===== config.mk =====
export PLATFORM = sky130hd
export DESIGN_NAME = release_tag_sched
export DESIGN_NICKNAME = d
export VERILOG_FILES = /design/src/rtl/release_tag_sched.sv
export SDC_FILE = /design/constraint.sdc
export NUM_CORES = 1
export LEC_CHECK = 0
export CAP_MARGIN = 20
export CORE_MARGIN = 2
export CORE_UTILIZATION = 35
export DETAILED_ROUTE_END_ITERATION = 16
export GPL_ROUTABILITY_DRIVEN = 1
export GPL_TIMING_DRIVEN = 0
export PLACE_DENSITY = 0.5
export SYNTH_ARGS = -nofsm -noshare
export SYNTH_HDL_FRONTEND = slang
export SYNTH_SLANG_ARGS = --single-unit

===== constraint.sdc =====
create_clock -name clk -period 6.4 [get_ports clk]
set_input_delay 0.64 -clock clk [delete_from_list [all_inputs] [get_ports clk]]
set_output_delay 0.64 -clock clk [all_outputs]
set_load 0.05 [all_outputs]

===== src/rtl/release_tag_sched.sv =====
// release_tag_sched
//
// Gathers physical register tags that are being freed and returns them to the
// free list. Tags arrive from two sources:
//   - retirement: up to two tags per cycle (ret_tag1 / ret_tag2)
//   - squash walk-back: one tag per cycle, valid/ready handshake (sq_tag)
// Both sources feed one circular FIFO. The FIFO drains to the free list's two
// release ports at up to two tags per cycle. comnum reports how many ports are
// valid. Draining pauses while fl_hold is high, for example during recovery.
//
// Ports:
//   clk, reset                 clock and asynchronous active-low reset
//   ret_tag{1,2}[_val]         retire-released tags; ret_ready when 2 slots free
//   sq_tag, sq_val, sq_ready   squash-released tag handshake
//   fl_hold                    free list busy; suppress drain
//   released_tag{1,2}[_val]    registered tags to the free list
//   comnum                     number of valid release ports this cycle (0..2)
//   occupancy                  current FIFO entry count
//   overflow_err               sticky; a retire push was dropped on a full FIFO
module release_tag_sched #(
   parameter int unsigned PHY_REG_SEL = 6,
   parameter int unsigned DEPTH       = 8
) (
   input  logic                     clk,
   input  logic                     reset,
   input  logic [PHY_REG_SEL-1:0]   ret_tag1,
   input  logic                     ret_tag1_val,
   input  logic [PHY_REG_SEL-1:0]   ret_tag2,
   input  logic                     ret_tag2_val,
   output logic                     ret_ready,
   input  logic [PHY_REG_SEL-1:0]   sq_tag,
   input  logic                     sq_val,
   output logic                     sq_ready,
   input  logic                     fl_hold,
   output logic [PHY_REG_SEL-1:0]   released_tag1,
   output logic                     released_tag1_val,
   output logic [PHY_REG_SEL-1:0]   released_tag2,
   output logic                     released_tag2_val,
   output logic [1:0]               comnum,
   output logic [$clog2(DEPTH):0]   occupancy,
   output logic                     overflow_err
);

   localparam int unsigned AW = $clog2(DEPTH);
   localparam int unsigned CW = AW + 1;
   localparam logic [CW-1:0] DepthC = CW'(DEPTH);

   // FIFO storage and pointers
   logic [PHY_REG_SEL-1:0] mem_q [DEPTH];
   logic [AW-1:0]          rd_ptr_q, rd_ptr_d, wr_ptr_q, wr_ptr_d;
   logic [AW-1:0]          rd_ptr_nx, slot_t2, slot_sq;
   logic [CW-1:0]          count_q, count_d, free_slots;

   // Per-cycle push/pop bookkeeping
   logic [1:0]             rn, rn_acc, push_n, pn;
   logic                   ret_push;
   logic                   overflow_q, overflow_d;

   // Registered release outputs
   logic [PHY_REG_SEL-1:0] tag1_q, tag1_d, tag2_q, tag2_d;
   logic                   val1_q, val1_d, val2_q, val2_d;
   logic [1:0]             comnum_q, comnum_d;

   // Push side: admission decisions use the count at the start of the cycle.
   // Slots freed by a pop at the same edge are not offered to pushes.
   always_comb begin
      rn         = {1'b0, ret_tag1_val} + {1'b0, ret_tag2_val};
      free_slots = DepthC - count_q;
      ret_ready  = (free_slots >= CW'(2));
      rn_acc     = ret_ready ? rn : 2'd0;
      ret_push   = ret_ready && (rn != 2'd0);
      // Retire has priority on the write ports. The squash tag fits only
      // when fewer than two retire tags are being written and a slot is
      // left after them.
      sq_ready   = sq_val && (rn_acc < 2'd2) &&
                   (free_slots >= (CW'(rn_acc) + CW'(1)));
      push_n     = rn_acc + {1'b0, sq_ready};
      // A lone ret_tag2 takes the first free slot.
      slot_t2    = wr_ptr_q + AW'(ret_tag1_val);
      slot_sq    = wr_ptr_q + AW'(rn_acc);
      wr_ptr_d   = wr_ptr_q + AW'(push_n);
      overflow_d = overflow_q | ((rn != 2'd0) & ~ret_ready);
   end

   // Pop side: only entries present before the edge can drain, so a tag
   // needs at least one cycle to pass through the FIFO.
   always_comb begin
      if (fl_hold) begin
         pn = 2'd0;
      end else if (count_q >= CW'(2)) begin
         pn = 2'd2;
      end else begin
         pn = count_q[1:0];
      end
      rd_ptr_nx = rd_ptr_q + AW'(1);
      rd_ptr_d  = rd_ptr_q + AW'(pn);
      count_d   = count_q + CW'(push_n) - CW'(pn);
   end

   // Release port next state. A port that is not used keeps its tag.
   always_comb begin
      val1_d   = (pn != 2'd0);
      val2_d   = (pn == 2'd2);
      comnum_d = pn;
      tag1_d   = val1_d ? mem_q[rd_ptr_q]  : tag1_q;
      tag2_d   = val2_d ? mem_q[rd_ptr_nx] : tag2_q;
   end

   // Storage has no reset. Entries are only read after they have been written.
   always_ff @(posedge clk) begin
      if (ret_ready && ret_tag1_val) begin
         mem_q[wr_ptr_q] <= ret_tag1;
      end
      if (ret_ready && ret_tag2_val) begin
         mem_q[slot_t2] <= ret_tag2;
      end
      if (sq_ready) begin
         mem_q[slot_sq] <= sq_tag;
      end
   end

   always_ff @(posedge clk or negedge reset) begin
      if (!reset) begin
         rd_ptr_q   <= '0;
         wr_ptr_q   <= '0;
         count_q    <= '0;
         overflow_q <= 1'b0;
         tag1_q     <= '0;
         tag2_q     <= '0;
         val1_q     <= 1'b0;
         val2_q     <= 1'b0;
         comnum_q   <= 2'd0;
      end else begin
         rd_ptr_q   <= rd_ptr_d;
         wr_ptr_q   <= wr_ptr_d;
         count_q    <= count_d;
         overflow_q <= overflow_d;
         tag1_q     <= tag1_d;
         tag2_q     <= tag2_d;
         val1_q     <= val1_d;
         val2_q     <= val2_d;
         comnum_q   <= comnum_d;
      end
   end

   assign released_tag1     = tag1_q;
   assign released_tag1_val = val1_q;
   assign released_tag2     = tag2_q;
   assign released_tag2_val = val2_q;
   assign comnum            = comnum_q;
   assign occupancy         = count_q;
   assign overflow_err      = overflow_q;

endmodule


After elaboration in Yosys (flattened, before gate mapping)
Memories as Yosys holds them, arrays and structs flattened. A register that Yosys moved wholly into a read port is not among the register bits.
Index checks and enable logic that the tools add are counted.
Word-level totals
  register bits after elaboration: 15
  bits in latches: 0
  RAM bits: 48
  memory bits (read-only): 0
  input bits: 24
  output and inout port bits: 23
  word-level logic and storage cells: 44
  memories: 1
Cells by class
  add/subtract/negate cells: 11
  multiply operators: 0
  div/mod/pow operators: 0
  magnitude comparators: 4
  eq/ne operators: 1
  shift-type cells: 0
  multiplexer cells: 9
  bitwise logic cells: 3
  reduce and logical (&&, ||, !) cells: 8
Memory list
  mem_q: depth 8, bits a word 6, read ports 2, clocked after Yosys merged registers in 2, wr ports 3, line 49  | logic [PHY_REG_SEL-1:0] mem_q [DEPTH];
Operators with widths (count)
  $add 3x2->3: 3
  $ge 4x2->1 const B: 2
  $mux 1: 6
  $mux 2: 3
  $add 4x2->4: 1
  $ge 4x3->1: 1
  $logic_and 1x1->1: 4
  $reduce_bool 2->1: 2
  $sub 4x2->4: 1
  $sub 4x4->4 const A: 1
  $add 2x1->3 const B: 1
  $add 3x1->3: 1
  $add 3x1->3 const B: 1
  $add 1x1->2: 1
  $add 2x1->2: 1
  $eq 2x2->1 const B: 1
  $logic_not 1->1: 2
  $lt 2x2->1 const B: 1
  $and 1x1->1: 1
  $not 1->1: 1
  $or 1x1->1: 1

Depth between registers and ports, before layout
  depth after elaboration: 9
  gate-level depth with buffers: 22
  depth with buffers taken out: 21

Least setup slack after synthesis
OpenSTA, ideal clock, no wires.
  path type: reg-to-reg
  start: register count_q[0], in the netlist occupancy[0]
  end: register count_q[3], in the netlist occupancy[3]
  setup time: 79 ps
  arrival time: 5334 ps
  required time: 6321 ps
  setup slack: 987 ps
  cell stages (with the launch flop): 22
  path buffers: 1
  clock period less this slack: 5413 ps
  path through: dfrtp_1 inv_1 ha_1 xnor2_1 nand4b_2 buf_6 nand2_1 inv_1 ha_1 inv_1 ha_1 or3b_2 a21oi_1 a32oi_2 and2_1 ha_1 xnor2_1 fa_1 ha_1 a21o_1 a21oi_1 xor2_1
Between the ends
  longest elaborated chain between the ends: 9
  elaborated cells between the ends (all ways): 14
  those cells by class: add/sub (5); order compare (4); mux (3); reduce/logical (2)
Ends and longest elaborated chain
  from (decl): line 52  | logic [CW-1:0] count_q, count_d, free_slots;
  from (signal assigned): line 136  | count_q <= count_d;
  $sub 4x4->4 (*): line 68  | free_slots = DepthC - count_q;
  $ge 4x2->1 (*): line 69  | ret_ready = (free_slots >= CW'(2));
  net ret_ready: line 30  | output logic ret_ready,
  $mux 2 (*): line 70  | rn_acc = ret_ready ? rn : 2'd0;
  $add 2x1->3 or $lt 2x2->1 (tied branches): line 76, 75
  $ge 4x3->1 or $logic_and 1x1->1 (tied branches): line 76, 75
  $logic_and 1x1->1 (*): line 75  | sq_ready = sq_val && (rn_acc < 2'd2) &&
  net sq_ready: line 33  | output logic sq_ready,
  $add 2x1->2 (*): line 77  | push_n = rn_acc + {1'b0, sq_ready};
  $add 4x2->4 (*): line 97  | count_d = count_q + CW'(push_n) - CW'(pn);
  $sub 4x2->4 (*): line 97
  net count_d[3]: line 52
The timed path passes the listed nets; every way through them passes the cells marked *.

Final worst setup path
  start: register count_q[0], in the netlist occupancy[0]
  end: register count_q[3], in the netlist occupancy[3]
Between the ends
  longest elaborated chain between the ends: 9
  elaborated cells between the ends (all ways): 14
  those cells by class: add/sub (5); order compare (4); mux (3); reduce/logical (2)
Ends and longest elaborated chain (line)
  $sub 4x4->4: 68
  $ge 4x2->1: 69
  $mux 2: 70
  $add 2x1->3 or $lt 2x2->1 (tied branches): 76, 75
  $ge 4x3->1 or $logic_and 1x1->1 (tied branches): 76, 75
  $logic_and 1x1->1: 75
  $add 2x1->2: 77
  $add 4x2->4: 97
  $sub 4x2->4 (*): 97
  net count_d[3]: 52
Marked as above.

==> results by group <==
Outcome
  – Status: completed

Floorplan
  – Core Box Area: ~14000 sq um
  – Die Area: around 15000 sq um
  – Initial Util: 36.2%
  – Ports: 47
  – Row count: 43
  – Die Wd: 124 um
  – Chip Height: 124 um

Flow run
  – Max-cap viol count: 0

Global routing
  – Grt total ovfl: 0
  – First-pass GRT wire length: 20.4 mm
  – Vias in the first global route: 3408
  – Gr usage total: 17.8%
  – Initial antenna violation count: 0
  – Largest net degree at the start of global routing: 19

Clock tree
  – CTS Root Buffer Type: clkbuf_16
  – CTS clk-pin slew, worst paths: 0.07 ns
  – Post-CTS Hold Buffers: 0
  – Max Root-Sink Buffers: 2
  – H-tree depth: 3
  – Clock sink count: between 70 and 80
  – Clk Latency, worst-skew pair: around 0.34 ns
  – Setup bufs post-CTS: 0
  – CTS resizes: 0
  – Clock buffer count from CTS: 9
  – CTS tree: built

Worst hold path
  – Min-delay worst type: flop to flop

Drt
  – Residual DRC: 0
  – Routed Wire Length: roughly 14 mm
  – Vias per cell: 5.32
  – Initial DRC count: 193
  – Vias: 3280
  – Drt pass-1 iters: 4
  – Final ANT Viol Nets: 0
  – Drt wl/cell: 21.9 um

Setup path
  – Crit-path max FO: 10
  – CP Class: flop to flop
  – Req. time, crit path: approximately 6.7 ns
  – Worst EP arrival: 5.61 ns
  – Startpoint Class: flop
  – CP Capture Type: flop

Yosys
  – Top post-synthesis cells by area: edfxtp_1 28%, mux2_2 21%, dfrtp_1 13%
  – Syn Area/Cell: 13.6 sq um
  – EDFF count, synth: between 40 and 50
  – Mapped Nets: 423
  – Netlist Area Pre-Place: 5060 sq um
  – Main combinational cell family by area after synthesis: multiplexers
  – Xor and xnor area share after synthesis: 1.90%
  – Synth Area in Compound Gates: 3.48%
  – Post-synth top area cell: edfxtp_1
  – Asr flop ratio synth: 36.0%
  – Post-synthesis sequential area ratio: 41.8%
  – Distinct cells, synth: 41
  – Share of the synthesized area in the top cell type: 28.5%
  – Synth Area in Simple Gates: 7.59%
  – Post-Synth Adder-Cell Area: 7.17%
  – #FFs+latches synth: 75
  – Post-synthesis mux area share: 34.4%
  – Ys Warns: 0
  – Main synth FF type: edfxtp_1
  – Gate Count Post-Synth: 373

Timing
  – Unrepaired setup endpoints after global routing: false
  – Max_slew headroom: 36.9%
  – Setup_tns: 0 ns
  – Final setup violation count: 0
  – Tmin final: 5.35 ns
  – Slew @ Worst Pin: roughly 0.94 ns
  – Final period utilization: 83.6%
  – Fin worst setup slack: around 1.1 ns
  – Final Skew: 0.0105 ns
  – FMAX: 187 MHz
  – Hold Fails Final Rpt: 0
  – Max-slew violation count: 0

Pwr
  – Leak: 2.33 nW
  – Cell Pwr Density: 593 nW/um^2
  – Peak VDD IR: 238 uV

Cells and area
  – Commonest non-fill, non-tap cells in the layout: 96 x mux2_2, 48 x edfxtp_1, 46 x clkdlybuf4s50_1
  – FILL cells: ~1300
  – NumNets Final: approximately 480
  – Syn-to-layout area delta: 20.8%
  – Leading cell type in the layout, fill and taps excluded: mux2_2
  – Fraction of layout cells with a size suffix above 1: 37.8%
  – Diodes inserted: 0

Placed design
  – GP Congestion: 0.833
  – Pre-CTS WS: 0.927 ns
  – Port bufs: 46
  – DP HPWL: 9.87 mm
-- Yosys cell counts, types with 2 or more instances --
master and count:
inv_1 27, clkbuf_1 6, xor2_1 4, nand4_4 2, nand2_1 5, edfxtp_1 48, nor2b_1 2, and4_1 2
mux2i_1 12, or2_2 4, nand3_1 2, o211ai_1 3, dfrtp_1 27, buf_2 9, nor2_1 18, and3_1 4
mux4_2 24, nand3_2 4, ha_1 21, and2_1 4, o311ai_0 2, fa_1 5, nand2b_1 2, xnor2_1 7
mux2_2 96, nand4_2 2, a21oi_1 14, o21ai_0 3, nand4_1 2
-- report_power, final --
part           total (mW)  internal (mW)  switching [mW]
registers           0.970          0.827           0.143
clock network       0.558          0.352           0.206
logic                2.10          0.895            1.20
-- logic make-up after synthesis --
group,after synthesis
muxes,132
DFF,75
and+or+nand+nor,58
buffers and inverters,44
AOI/OAI and AO/OA,27
adders and majority gates,26
xor gates and xnor gates,11
-- metal layers --
layer  track usage, %  vias up  routed length [um]
met5                0        -                   0
met4             6.41        0                 261
met3             3.14       15                 661
met2             28.6       94                6410
met1             24.4     1635                6180
li1                 -     1536                   -
-- worst max-delay path: stages, from the launching register on --
cell	delay (ns)
dfrtp_1	0.47
inv_1	0.15
ha_1	0.23
xnor2_1	0.15
nand4b_2	0.31
buf_6	0.22
nand2_1	0.10
inv_1	0.09
ha_1	0.29
inv_1	0.04
ha_1	0.18
or3b_2	0.46
a21oi_1	0.18
a32oi_2	0.26
and2_1	0.27
ha_1	0.20
xnor2_1	0.33
fa_1	0.50
ha_1	0.31
a21o_1	0.18
a21oi_1	0.18
xor2_1	0.16
-- flip-flops by register name, summed over array words and instances (netlist names), 2 cells and up --
| register | count |
|---|---|
| released_tag2 | 6 |
| released_tag1 | 6 |
| rd_ptr_q | 3 |
| occupancy | 4 |
| comnum | 2 |
| mem_q | 48 |
| wr_ptr_q | 3 |
-- through the flow --
step	instance area, sq um	total power, mW	util, %	instances	hold slack, ns
2_1_floorplan	5060	2.44	-	373	0.344
3_3_place_gp	5750	3.03	41.1	599	0.467
3_5_place_dp	5790	3.09	41.4	600	0.483
4_1_cts	6120	3.66	43.7	616	0.502
5_1_grt	6120	3.85	43.7	616	0.518
6_report	6120	3.62	43.7	616	0.486
-- cell type report --
cell class | count | area [sq um] | share of cell area [%]
Inverter | 27 | 101 | 1.66
Multi-Input combinational cell | 254 | 2780 | 45.4
Timing Repair Buffer | 47 | 488 | 7.98
Tap cell | 180 | 225 | 3.68
Clock buffer | 10 | 239 | 3.91
Sequential cell | 75 | 2120 | 34.6
Clock inverter | 6 | 87.6 | 1.43
Buffer | 17 | 82.6 | 1.35
-- path summary, 6_finish.rpt --
kind | from | endpoint | slack [ns] | cells past startpoint
max in group asynchronous | reset | comnum[1]$_DFF_PN0_ | 5.19 | 2
worst max register to register | occupancy[0]$_DFF_PN0_ | occupancy[3]$_DFF_PN0_ | 1.05 | 21
worst min register to register | overflow_err$_DFF_PN0_ | overflow_err$_DFF_PN0_ | 0.49 | 1
worst max-delay path | occupancy[0]$_DFF_PN0_ | occupancy[3]$_DFF_PN0_ | 1.05 | 21
worst min-delay path | overflow_err$_DFF_PN0_ | overflow_err$_DFF_PN0_ | 0.49 | 1
min in group asynchronous | reset | occupancy[3]$_DFF_PN0_ | 0.70 | 1
(Power assumes the default switching activity.)
